[config.mk]
export PLATFORM = sky130hd
export DESIGN_NAME = brl_result_stage
export DESIGN_NICKNAME = d
export VERILOG_FILES = /design/src/rtl/brl_result_stage.sv
export SDC_FILE = /design/constraint.sdc
export NUM_CORES = 1
export LEC_CHECK = 0
export CORE_MARGIN = 3
export CORE_UTILIZATION = 45
export DETAILED_ROUTE_END_ITERATION = 10
export GPL_TIMING_DRIVEN = 0
export PLACE_DENSITY = 0.69
export SYNTH_ARGS = -nofsm -noshare
export SYNTH_HDL_FRONTEND = slang
export SYNTH_SLANG_ARGS = --single-unit
[constraint.sdc]
create_clock -name clk -period 2.7 [get_ports clk]
set_clock_uncertainty 0.1 [all_clocks]
set_input_delay 0.27 -clock clk [delete_from_list [all_inputs] [get_ports clk]]
set_output_delay 0.27 -clock clk [all_outputs]
set_load 0.005 [all_outputs]
[src/rtl/brl_result_stage.sv]
// Result/flag stage behind the barrel shifter: 2-entry skid FIFO feeding register-file
// write-back, plus the architectural Z/N/C flag register updated as shift results retire.
module brl_result_stage #(
  parameter int DW = 32,
  parameter int RW = 5
) (
  input  logic          clk,
  input  logic          resetl,
  input  logic          in_valid,
  output logic          in_ready,
  input  logic [DW-1:0] brlq,
  input  logic          brl_carry,
  input  logic [RW-1:0] in_dst,
  input  logic          in_flagupd,
  input  logic          flush,
  output logic          wb_valid,
  input  logic          wb_ready,
  output logic [DW-1:0] wb_data,
  output logic [RW-1:0] wb_dst,
  output logic          flag_z,
  output logic          flag_n,
  output logic          flag_c
);

  logic [DW-1:0] r_data [2];
  logic [RW-1:0] r_dst  [2];
  logic          r_c    [2];
  logic          r_upd  [2];

  logic          r_wptr;
  logic          r_rptr;
  logic [1:0]    r_occ;
  logic          r_in_ready;
  logic [DW-1:0] r_last_data;
  logic [RW-1:0] r_last_dst;
  logic          r_flag_z;
  logic          r_flag_n;
  logic          r_flag_c;

  logic          w_push;
  logic          w_pop;
  logic          w_retire;
  logic [1:0]    w_occ_next;
  logic [DW-1:0] w_head_data;
  logic [RW-1:0] w_head_dst;

  assign w_push      = in_valid & r_in_ready;
  assign w_pop       = wb_valid & wb_ready;
  // A pop that coincides with flush is cancelled: no flag update, no last-value capture.
  assign w_retire    = w_pop & ~flush;
  assign w_head_data = r_data[r_rptr];
  assign w_head_dst  = r_dst[r_rptr];

  always_comb begin
    w_occ_next = r_occ;
    if (flush) begin
      w_occ_next = 2'd0;
    end else begin
      case ({w_push, w_pop})
        2'b10:   w_occ_next = r_occ + 2'd1;
        2'b01:   w_occ_next = r_occ - 2'd1;
        default: w_occ_next = r_occ;
      endcase
    end
  end

  generate
    for (genvar gi = 0; gi < 2; gi++) begin : g_entry
      always_ff @(posedge clk or negedge resetl) begin
        if (!resetl) begin
          r_data[gi] <= '0;
          r_dst[gi]  <= '0;
          r_c[gi]    <= 1'b0;
          r_upd[gi]  <= 1'b0;
        end else if (w_push && !flush && (r_wptr == 1'(gi))) begin
          r_data[gi] <= brlq;
          r_dst[gi]  <= in_dst;
          r_c[gi]    <= brl_carry;
          r_upd[gi]  <= in_flagupd;
        end
      end
    end
  endgenerate

  always_ff @(posedge clk or negedge resetl) begin
    if (!resetl) begin
      r_wptr     <= 1'b0;
      r_rptr     <= 1'b0;
      r_occ      <= 2'd0;
      r_in_ready <= 1'b1;
    end else begin
      r_occ      <= w_occ_next;
      // Registered ready, so wb_ready never reaches in_ready combinationally.
      r_in_ready <= (w_occ_next != 2'd2);
      if (flush) begin
        r_wptr <= 1'b0;
        r_rptr <= 1'b0;
      end else begin
        if (w_push) r_wptr <= ~r_wptr;
        if (w_pop)  r_rptr <= ~r_rptr;
      end
    end
  end

  always_ff @(posedge clk or negedge resetl) begin
    if (!resetl) begin
      r_last_data <= '0;
      r_last_dst  <= '0;
      r_flag_z    <= 1'b0;
      r_flag_n    <= 1'b0;
      r_flag_c    <= 1'b0;
    end else if (w_retire) begin
      r_last_data <= w_head_data;
      r_last_dst  <= w_head_dst;
      if (r_upd[r_rptr]) begin
        r_flag_z <= (w_head_data == '0);
        r_flag_n <= w_head_data[DW-1];
        r_flag_c <= r_c[r_rptr];
      end
    end
  end

  assign in_ready = r_in_ready;
  assign wb_valid = (r_occ != 2'd0);
  assign wb_data  = wb_valid ? w_head_data : r_last_data;
  assign wb_dst   = wb_valid ? w_head_dst  : r_last_dst;
  assign flag_z   = r_flag_z;
  assign flag_n   = r_flag_n;
  assign flag_c   = r_flag_c;

endmodule

==> qor.yml, run 1 <==
floorplanning:
  io_pins: 86
  placementRows: 39
  die_x_um: 116.2
  floorplan.die.height_um: 116.2
  core_sq_um: 11660
  die_area_sq_um: 13500
  effective_utilization_at_floorplan_pct: 46.85
yosys:
  syn_nets: 515
  yosys_warnings: 0
  syn_inst: 470
  synth_seq_area_share_pct: 56.35
  synthFlopType: "sky130_fd_sc_hd__dfrtp_1"
  postSynthRegisterBits: 123
  synthesis.area_per_instance_sq_um: 11.63
  post_synth_instance_area_sq_um: 5464
  synth_edf_count: 0
  netlist-cell-type-count: 30
  asr_flop_ratio_synth_pct: 100.0
setup_path:
  critical_path_rt_ps: 2330
  path_common_cell: "sky130_fd_sc_hd__clkbuf_4"
  critical-path-max-stage-delay_ps: 550
  path_class: "reg -> out"
  critical_path.reg2reg.startpoint: "in_ready"
  cell_type_group_with_the_largest_total_delay_on_the_critical_path: "buffers and inverters"
  crit_path_end_kind: "primary output"
  critical_path.cell_chain: "or2_1 > clkbuf_4 > clkbuf_4 > a21oi_1 > clkdlybuf4s50_1"
  worst_setup_path_start_kind: "flop"
  startpoint: "r_occ[0]"
  cp_max_fo: 10
  worstPathBufferInverterCount: 3
  timing.critical_path.slowest_stage_cell: "sky130_fd_sc_hd__clkdlybuf4s50_1"
  critPathArrivalTime_ps: 2280
job:
  max_cap_violations: 0
cts:
  clockBufferDepth: 2
  cts_tree: "built"
  cts-buffers-inserted: 17
  worstSkewPairLatency_ps: 410
  cts-root-buf: "sky130_fd_sc_hd__clkbuf_16"
  cts_htree_levels: 4
  clock-sinks: 123
  post-cts-setup-buffer-count: 0
  cts.reportedPaths.clkPinSlew_ps: 60
global_routing:
  antenna_found_initial: 0
  pin_count_of_the_biggest_net_entering_global_routing: 104
  globalRouteOverflowTotal: 0
  grt_pass1_vias: 4291
  wire_length_of_the_first_global_routing_pass_mm: 22.56
  grt_util_all_layers_pct: 22.18
pwr:
  leak_pwr_uw: 0.002951
  irDropWorstVdd_mv: 0.6972
  power_density_nw_per_um2: 1392
cells_and_area:
  commonest_cells_after_routing_fill_and_taps_aside: "sky130_fd_sc_hd__dfrtp_1, sky130_fd_sc_hd__nor2_1, sky130_fd_sc_hd__clkdlybuf4s50_1, sky130_fd_sc_hd__mux2_1, sky130_fd_sc_hd__a21oi_1"
  design.final.nets: 620
  utilization_pct: 61.44
  post_route_cells_drive_above_1_share_pct: 11.22
  antennaDiodeCount: 0
  final_common_cell: "sky130_fd_sc_hd__dfrtp_1"
  flow.area_growth_from_synthesis_pct: 31.14
sta:
  timing_worst_slew_pin_value_ps: 591.0
  rsz0062_at_grt: "true"
  post-route-min-period_ps: 2647
  finalCritPeriodShare_pct: 98.04
  setup_total_negative_slack_ps: 0
  timing.slew.headroom_pct: 60.60
  slew_violations: 0
  timing.final.hold_violations: 0
  fmax_mhz: 377.8
  final-setup-viol-count: 0
routing:
  detailedRoute.firstIterationViolations: 296
  avgRoutedWirePerCell_um: 19.39
  detailedRoute.firstPassIterationCount: 5
  route.vias.total: 4119
  postRouteAntennaNets: 0
  detail_route.wirelength_mm: 14.17
  viasPerCell: 5.635
  route.detailed.drc: 0
run_status:
  run_status: "complete, no violations"
place:
  hpwlAfterDp_mm: 9.806
  place.port_buffers: 84
  gp_congestion: 0.7840
hold_path:
  hp-start: "flush"
  holdCritPathClass: "in -> reg"
## per-layer routing
layer	wire length (um)	global-route usage [%]	vias up
met5	0	0	-
met1	6233	29.39	2093
met3	594	4.767	23
li1	-	-	1879
met2	7079	36.59	124
met4	263	7.270	0
## per-stage QoR
step	hold slack, ps	instance area [sq um]	instances	setup slack [ps]	power [uW]
CTS	43.52	7142	731	0.6168	9964
floorplan	-125.6	5464	470	879.1	5449
finish	52.23	7166	731	53.01	9973
global placement	367.7	6484	697	-3327	7395
global route	60.86	7166	731	-15.00	10620
detailed placement	27.83	6513	698	-34.30	7566
## worst paths after layout
| path | cells after the start | slack (ps) | end |
|---|---|---|---|
| max in group asynchronous | 3 | 1540 | r_data[20] |
| setup reg to reg | 5 | 630 | r_data[54] |
| hold / removal | 2 | 50 | in_ready |
| min in group asynchronous | 2 | 170 | r_dst[1] |
| setup / recovery | 5 | 50 | wb_data[5] |
| hold reg to reg | 1 | 380 | r_dst[6] |
## worst reg2reg max path, delay by kind of cell, from the launching register on
kind / cells / cell delay [ps]
muxes: 1 / 340
buffers and inverters: 2 / 630
DFF: 1 / 530
and+or+nand+nor: 2 / 350
## where the power goes
part	leakage [uW]	internal (uW)	switching, uW
Clock	0.000279	1450	843
Sequential	0.00144	2770	648
Combinational	0.00124	2220	2040
## sequential cells by signal (all words and copies together), names as in the netlist
signal	count
r_data	64
r_last_data	32
r_dst	10
r_last_dst	5
r_c	2
r_occ	2
r_upd	2
flag_c	1
flag_n	1
flag_z	1
in_ready	1
r_rptr	1
r_wptr	1
## repair_timing
action	CTS	global route
setup endpoints to repair	38	37
endpoints found under the hold margin	36	0
gates resized for setup	10	13
hold buffers	1	0
cloned	0	0
## logic make-up (layout without fill, tap and decap cells)
kind of cell	after synthesis	count (layout)	synth area share, %
DFF	123	123	56.35
muxes	118	118	23.43
and+or+nand+nor	109	109	8.725
AOI/OAI and AO/OA	84	84	7.969
buffers and inverters	31	149	2.656
xor gates and xnor gates	4	4	0.6413
adders and majority gates	1	1	0.2290
## final cells by class
class / count / area [sq um]
Sequential cell: 123 / 3079
Buffer: 30 / 163.9
Inverter: 1 / 3.754
Clock buffer: 18 / 429.2
Tap cell: 143 / 178.9
Fill cell: 947 / 4497
Clock inverter: 14 / 172.7
Timing Repair Buffer: 86 / 879.6
Multi-Input combinational cell: 316 / 2258
## cell usage after synthesis (2+ instances only)
cell / number / area share, %
sky130_fd_sc_hd__a21oi_1: 77 / 7.1
sky130_fd_sc_hd__a31oi_1: 2 / 0.23
sky130_fd_sc_hd__buf_1: 4 / 0.27
sky130_fd_sc_hd__buf_2: 14 / 1.3
sky130_fd_sc_hd__clkbuf_1: 10 / 0.69
sky130_fd_sc_hd__dfrtp_1: 122 / 56
sky130_fd_sc_hd__mux2_1: 78 / 16
sky130_fd_sc_hd__mux2i_1: 39 / 7.1
sky130_fd_sc_hd__nand2_1: 3 / 0.21
sky130_fd_sc_hd__nand4_1: 2 / 0.23
sky130_fd_sc_hd__nor2_1: 83 / 5.7
sky130_fd_sc_hd__nor4_1: 12 / 1.4
sky130_fd_sc_hd__o21ai_1: 3 / 0.27
sky130_fd_sc_hd__or4_1: 3 / 0.41
sky130_fd_sc_hd__xor2_1: 3 / 0.48
(Power assumes the default switching activity.)
==> inputs of run 2 (changes only) <==
--- a/config.mk
+++ b/config.mk
@@ -5,11 +5,14 @@
 export SDC_FILE = /design/constraint.sdc
 export NUM_CORES = 1
 export LEC_CHECK = 0
+export CORE_ASPECT_RATIO = 0.75
 export CORE_MARGIN = 3
 export CORE_UTILIZATION = 45
 export DETAILED_ROUTE_END_ITERATION = 10
+export GPL_ROUTABILITY_DRIVEN = 0
 export GPL_TIMING_DRIVEN = 0
 export PLACE_DENSITY = 0.69
+export REMOVE_ABC_BUFFERS = 1
 export SYNTH_ARGS = -nofsm -noshare
 export SYNTH_HDL_FRONTEND = slang
 export SYNTH_SLANG_ARGS = --single-unit
==> run 2 against run 1 <==
- global-route usage shrank 1.8 points
- non-clock buffer count shrank 20
- core utilization is essentially flat
- die area grew 0.11%
- register-to-register slack lost 210 ps
- highest routed layer unchanged
- largest cell class unchanged
- first-iteration DRC count shrank 47%
- fmax grew 0.71%
==> qor.yml, run 2 (same netlist as run 1, synthesis figures left out) <==
sta:
  timing_worst_slew_pin_value_ps: 1008  # +417.3 ps
  fmax_mhz: 380.5  # +0.71%
  timing.slew.headroom_pct: 32.41  # -28 points
  timing.final.ws_setup_ps: 71.60  # +18.59 ps
  setup_total_negative_slack_ps: 0  # unchanged
  rsz0062_at_grt: "false"
  post-route-min-period_ps: 2628  # -18.59 ps
  finalCritPeriodShare_pct: 97.35  # -0.69 points
  final-setup-viol-count: 0  # unchanged
  timing.final.hold_violations: 0  # unchanged
  slew_violations: 0  # unchanged
cts:
  cts-buffers-inserted: 17  # unchanged
  worstSkewPairLatency_ps: 410  # about the same
  clockBufferDepth: 2  # unchanged
  clock-sinks: 123  # unchanged
  cts.reportedPaths.clkPinSlew_ps: 50  # about the same
  cts_htree_levels: 4  # unchanged
  cts_tree: "built"
  cts-root-buf: "sky130_fd_sc_hd__clkbuf_16"
cells_and_area:
  final_common_cell: "sky130_fd_sc_hd__dfrtp_1"
  flow.area_growth_from_synthesis_pct: 32.13
  regMostFlops: "r_data"
  design.final.nets: 602  # -2.9%
  commonest_cells_after_routing_fill_and_taps_aside: "sky130_fd_sc_hd__dfrtp_1, sky130_fd_sc_hd__clkdlybuf4s50_1, sky130_fd_sc_hd__nor2_1, sky130_fd_sc_hd__mux2_1, sky130_fd_sc_hd__a21oi_1"
  largestRegisters: "r_data (64), r_last_data (32), r_dst (10)"
  post_route_cells_drive_above_1_share_pct: 8.596  # -2.6 points
  nFillCells: 928  # -2.0%
  largest_reg_flops: 64  # unchanged
  antennaDiodeCount: 0  # unchanged
pwr:
  irDropWorstVdd_mv: 0.6513  # -6.6%
  power_density_nw_per_um2: 1380  # -0.87%
  leak_pwr_uw: 0.002940  # -0.37%
setup_path:
  path_class: "reg -> out"
  critical_path.cell_chain: "buf_16 > mux2i_1 > a21oi_1 > clkdlybuf4s50_1"
  cp_max_fo: 32  # +22
  timing.critical_path.slowest_stage_cell: "sky130_fd_sc_hd__dfrtp_4"
  critical_path_rt_ps: 2330  # about the same
  crit_path_end_kind: "primary output"
  worst_setup_path_start_kind: "flop"
  critical-path-max-stage-delay_ps: 610  # +60 ps
  critPathArrivalTime_ps: 2260  # -20 ps
routing:
  postRouteAntennaNets: 0  # unchanged
  detailedRoute.firstIterationViolations: 157  # -47%
  route.detailed.drc: 0  # unchanged
  avgRoutedWirePerCell_um: 17.83  # -8.1%
  route.vias.total: 3909  # -5.1%
  detail_route.wirelength_mm: 13.05  # -7.9%
  viasPerCell: 5.340  # -5.2%
  detailedRoute.firstPassIterationCount: 4  # -1
floorplanning:
  die_x_um: 133.2  # +15%
  floorplan.die.height_um: 101.4  # -13%
  core_sq_um: 11740  # +0.68%
  placementRows: 34  # -13%
  effective_utilization_at_floorplan_pct: 46.54  # -0.31 points
  die_area_sq_um: 13510  # +0.11%
  io_pins: 86  # unchanged
global_routing:
  wire_length_of_the_first_global_routing_pass_mm: 21.38  # -5.2%
  globalRouteOverflowTotal: 0  # unchanged
  grt_pass1_vias: 4161  # -3.0%
  grt_util_all_layers_pct: 20.33  # -1.8 points
  pin_count_of_the_biggest_net_entering_global_routing: 76  # -27%
  antenna_found_initial: 0  # unchanged
place:
  place_worst_setup_slack_ps: 3.013  # +37.32 ps
  place.port_buffers: 85  # +1.2%
  hpwlAfterDp_mm: 8.307  # -15%
run_status:
  run_status: "complete, no violations"
job:
  max_cap_violations: 0  # unchanged
hold_path:
  holdCritPathClass: "in -> async"
## run 2: per-layer routing
| layer | track usage [%] | routed length [um] | share of wire [%] |
|---|---|---|---|
| met5 | 0 | 0 | 0 |
| met4 | 6.245 | 119 | 0.91 |
| met3 | 5.263 | 608 | 4.7 |
| met2 | 33.85 | 6192 | 47 |
| met1 | 26.57 | 6127 | 47 |
## run 2: power by group
part           leakage, uW  switching (uW)  total (uW)  internal, uW
sequential         0.00143             687        3460          2770
clock             0.000305             767        2410          1640
combinational      0.00120            1860        4090          2230
## run 2: through the flow
| step | total power, uW | hold WS [ps] | cells | cell area, sq um | util [%] |
|---|---|---|---|---|---|
| after floorplan | 5396 | -125.6 | 440 | 5323 | - |
| after global placement | 7115 | 366.8 | 687 | 6376 | 54.31 |
| after detailed placement | 7419 | 145.6 | 695 | 6535 | 55.66 |
| after CTS | 9988 | 284.7 | 730 | 7194 | 61.27 |
| after global routing | 10600 | 312.5 | 732 | 7219 | 61.49 |
| final | 9960 | 269.8 | 732 | 7219 | 61.49 |
## run 2: area by class of cell
cell class / count / area, sq um / area share [%]
Clock buffer: 26 / 499.2 / 6.915
Multi-Input combinational cell: 318 / 2272 / 31.47
Sequential cell: 123 / 3083 / 42.70
Inverter: 1 / 3.754 / 0.05199
Tap cell: 162 / 202.7 / 2.808
Timing Repair Buffer: 96 / 1026 / 14.21
Clock inverter: 6 / 132.6 / 1.837
## run 2: final timing paths
path	from	endpoint	slack [ps]	depth (start not counted)
worst max-delay path	r_rptr	wb_data[15]	70	4
worst min-delay path	resetl	r_last_data[9]	270	2
worst max register to register	in_ready	r_data[44]	420	4
worst min register to register	r_upd[0]	r_upd[0]	390	1
max in group asynchronous	resetl	r_data[15]	1500	3
min in group clk	in_dst[3]	r_dst[3]	380	2
## run 2: repair_timing
action	4_1_cts	5_1_grt
pin swaps	1	1
hold buffers	1	0
resized for setup	2	2
gates cloned	2	0
hold endpoints to repair	47	0
endpoints found under the setup margin	37	5
buffers inserted	0	2
## run 2: worst max-delay path, delay by kind of cell, from the launching register on
family	cells	cell delay, ps
compound gates	1	260
mux	1	170
flops	1	610
buf+inv	2	800
==> inputs of run 3 (changes only) <==
--- a/config.mk
+++ b/config.mk
@@ -13,6 +13,7 @@
 export GPL_TIMING_DRIVEN = 0
 export PLACE_DENSITY = 0.69
 export REMOVE_ABC_BUFFERS = 1
+export SLEW_MARGIN = 5
 export SYNTH_ARGS = -nofsm -noshare
 export SYNTH_HDL_FRONTEND = slang
 export SYNTH_SLANG_ARGS = --single-unit
==> run 3 against run 2 <==
- global-route usage grew 0.052 points
- non-clock buffer count is the same
- clock-buffer cell count shrank 3
- combinational power grew 1%
- flip-flop and latch count is the same
- largest cell class unchanged
- largest power group unchanged
==> qor.yml, run 3 (same netlist as run 1, synthesis figures left out) <==
setup_path:
  r2r.worst_path.cells: 6  # +2
  r2r_setup_slack_ps: 470  # +50 ps
  timing.critical_path.slowest_stage_cell: "sky130_fd_sc_hd__clkdlybuf4s50_1"
  critical_path.cell_chain: "buf_16 > buf_16 > mux2i_1 > a21oi_1 > clkdlybuf4s50_1"
  cp_max_fo: 19  # -41%
  path_common_cell: "sky130_fd_sc_hd__buf_16"
  critical_path.reg2reg.startpoint: "r_rptr"
  crit_path_end_kind: "primary output"
  worst_setup_path_start_kind: "flop"
  critPathArrivalTime_ps: 2210  # -50 ps
  critical_register_to_register_path_endpoint: "flag_z"
  critical-path-max-stage-delay_ps: 550  # -60 ps
  critical_path_rt_ps: 2330  # about the same
  path_class: "reg -> out"
floorplanning:
  die_area_sq_um: 13510  # unchanged
  io_pins: 86  # unchanged
  effective_utilization_at_floorplan_pct: 46.54  # unchanged
  die_x_um: 133.2  # unchanged
  placementRows: 34  # unchanged
  floorplan.die.height_um: 101.4  # unchanged
  core_sq_um: 11740  # unchanged
global_routing:
  antenna_found_initial: 0  # unchanged
  grt_util_all_layers_pct: 20.38  # +0.052 points
  wire_length_of_the_first_global_routing_pass_mm: 21.41  # +0.16%
  pin_count_of_the_biggest_net_entering_global_routing: 76  # unchanged
  grt_pass1_vias: 4184  # +0.55%
  globalRouteOverflowTotal: 0  # unchanged
sta:
  rsz0062_at_grt: "false"
  timing_worst_slew_pin_value_ps: 939.6  # -68.70 ps
  fmax_mhz: 387.0  # +1.7%
  timing.final.ws_setup_ps: 116.0  # +44.40 ps
  timing.final.hold_violations: 0  # unchanged
  finalCritPeriodShare_pct: 95.70  # -1.6 points
  post-route-min-period_ps: 2584  # -44.40 ps
  timing.slew.headroom_pct: 37.21  # +4.8 points
  setup_total_negative_slack_ps: 0  # unchanged
  slew_violations: 0  # unchanged
  final-setup-viol-count: 0  # unchanged
place:
  hpwlAfterDp_mm: 8.284  # -0.28%
  place_worst_setup_slack_ps: 287.2  # +284.2 ps
  place.port_buffers: 85  # unchanged
cells_and_area:
  antennaDiodeCount: 0  # unchanged
  nFillCells: 948  # +2.2%
  final_common_cell: "sky130_fd_sc_hd__dfrtp_1"
  flow.area_growth_from_synthesis_pct: 31.42
  post_route_cells_drive_above_1_share_pct: 8.772  # +0.18 points
  largestRegisters: "r_data (64), r_last_data (32), r_dst (10)"
  design.final.nets: 602  # unchanged
  largest_reg_flops: 64  # unchanged
  commonest_cells_after_routing_fill_and_taps_aside: "sky130_fd_sc_hd__dfrtp_1, sky130_fd_sc_hd__clkdlybuf4s50_1, sky130_fd_sc_hd__nor2_1, sky130_fd_sc_hd__mux2_1, sky130_fd_sc_hd__a21oi_1"
  regMostFlops: "r_data"
cts:
  cts-buffers-inserted: 17  # unchanged
  cts-root-buf: "sky130_fd_sc_hd__clkbuf_16"
  cts_tree: "built"
  clockBufferDepth: 2  # unchanged
  cts.reportedPaths.clkPinSlew_ps: 60  # about the same
  clock-sinks: 123  # unchanged
  cts_htree_levels: 4  # unchanged
  worstSkewPairLatency_ps: 400  # about the same
pwr:
  irDropWorstVdd_mv: 0.7872  # +21%
  leak_pwr_uw: 0.002928  # -0.43%
  power_density_nw_per_um2: 1367  # -0.92%
routing:
  route.vias.total: 3883  # -0.67%
  viasPerCell: 5.305  # -0.67%
  avgRoutedWirePerCell_um: 18.08  # +1.4%
  detail_route.wirelength_mm: 13.23  # +1.4%
  postRouteAntennaNets: 0  # unchanged
  route.detailed.drc: 0  # unchanged
  detailedRoute.firstPassIterationCount: 4  # unchanged
  detailedRoute.firstIterationViolations: 203  # +29%
run_status:
  run_status: "complete, no violations"
job:
  max_cap_violations: 0  # unchanged
hold_path:
  holdCritPathClass: "in -> async"
run 3: changes by cell type in the layout (fill, tap and decap cells not counted):
| cell | delta |
|---|---|
| sky130_fd_sc_hd__or2_4 | +1 |
| sky130_fd_sc_hd__buf_16 | +1 |
| sky130_fd_sc_hd__clkbuf_8 | -2 |
| sky130_fd_sc_hd__or2_2 | -1 |
| sky130_fd_sc_hd__buf_6 | -2 |
| sky130_fd_sc_hd__clkbuf_1 | -1 |
| sky130_fd_sc_hd__clkinv_2 | +4 |
| sky130_fd_sc_hd__bufinv_16 | -1 |
| sky130_fd_sc_hd__buf_12 | -1 |
| sky130_fd_sc_hd__buf_4 | +2 |
run 3: worst max path at each step:
stage | start | to | slack [ps] | depth (start not counted)
CTS | r_occ[0] | wb_data[15] | 20 | 4
floorplan | in_ready | r_c[1] | -1330 | 3
finish | r_rptr | wb_data[15] | 120 | 5
detailed placement | r_rptr | flag_z | 290 | 6
global placement | flush | r_data[56] | -3500 | 3
global route | r_occ[0] | wb_data[13] | 50 | 3
run 3: worst max-delay path: cells and delay by family, from the launching register on:
kind                   cells  cell delay, ps
flip-flops                 1             490
buffers and inverters      3             890
multiplexers               1             140
AO/OA/AOI/OAI              1             250
run 3: repair_timing:
item | 4_1_cts | 5_1_grt
endpoints found under the hold margin | 47 | 0
hold buffers | 1 | 0
endpoints found under the setup margin | 30 | 4
cloned | 1 | 1
pin swaps | 1 | 1
buffers inserted | 1 | 0
resized for setup | 2 | 1
run 3: layout make-up:
class                   count  area, sq um  share of cell area, %
clock inverters             9        122.6                  1.708
repair buffers             96         1026                  14.29
clock buffers              23        467.9                  6.517
inverters                   1        3.754                0.05227
multi-input cells         318         2275                  31.68
flip-flops and latches    123         3083                  42.93
well taps                 162        202.7                  2.823
run 3: metal layers:
metal | GRT usage (%) | vias to the layer above | wire, um
li1 | - | 1841 | -
met1 | 26.32 | 1935 | 6186
met2 | 33.89 | 90 | 6171
met3 | 5.362 | 17 | 662
met4 | 7.036 | 0 | 210
met5 | 0 | - | 0
run 3: report_power, final:
part | total, uW | leakage (uW) | internal [uW] | switching (uW)
clock | 2250 | 0.000291 | 1490 | 764
sequential | 3420 | 0.00143 | 2780 | 640
combinational | 4140 | 0.00120 | 2200 | 1940
run 3: metrics by stage:
stage | total power, uW | hold WS (ps) | cell area (sq um) | instances | utilization, %
6_report | 9815 | 283.4 | 7181 | 732 | 61.16
4_1_cts | 9853 | 285.4 | 7172 | 731 | 61.08
5_1_grt | 10460 | 315.0 | 7181 | 732 | 61.16
2_1_floorplan | 5396 | -125.6 | 5323 | 440 | -
3_5_place_dp | 7422 | 144.1 | 6553 | 696 | 55.81
3_3_place_gp | 7115 | 366.8 | 6376 | 687 | 54.31
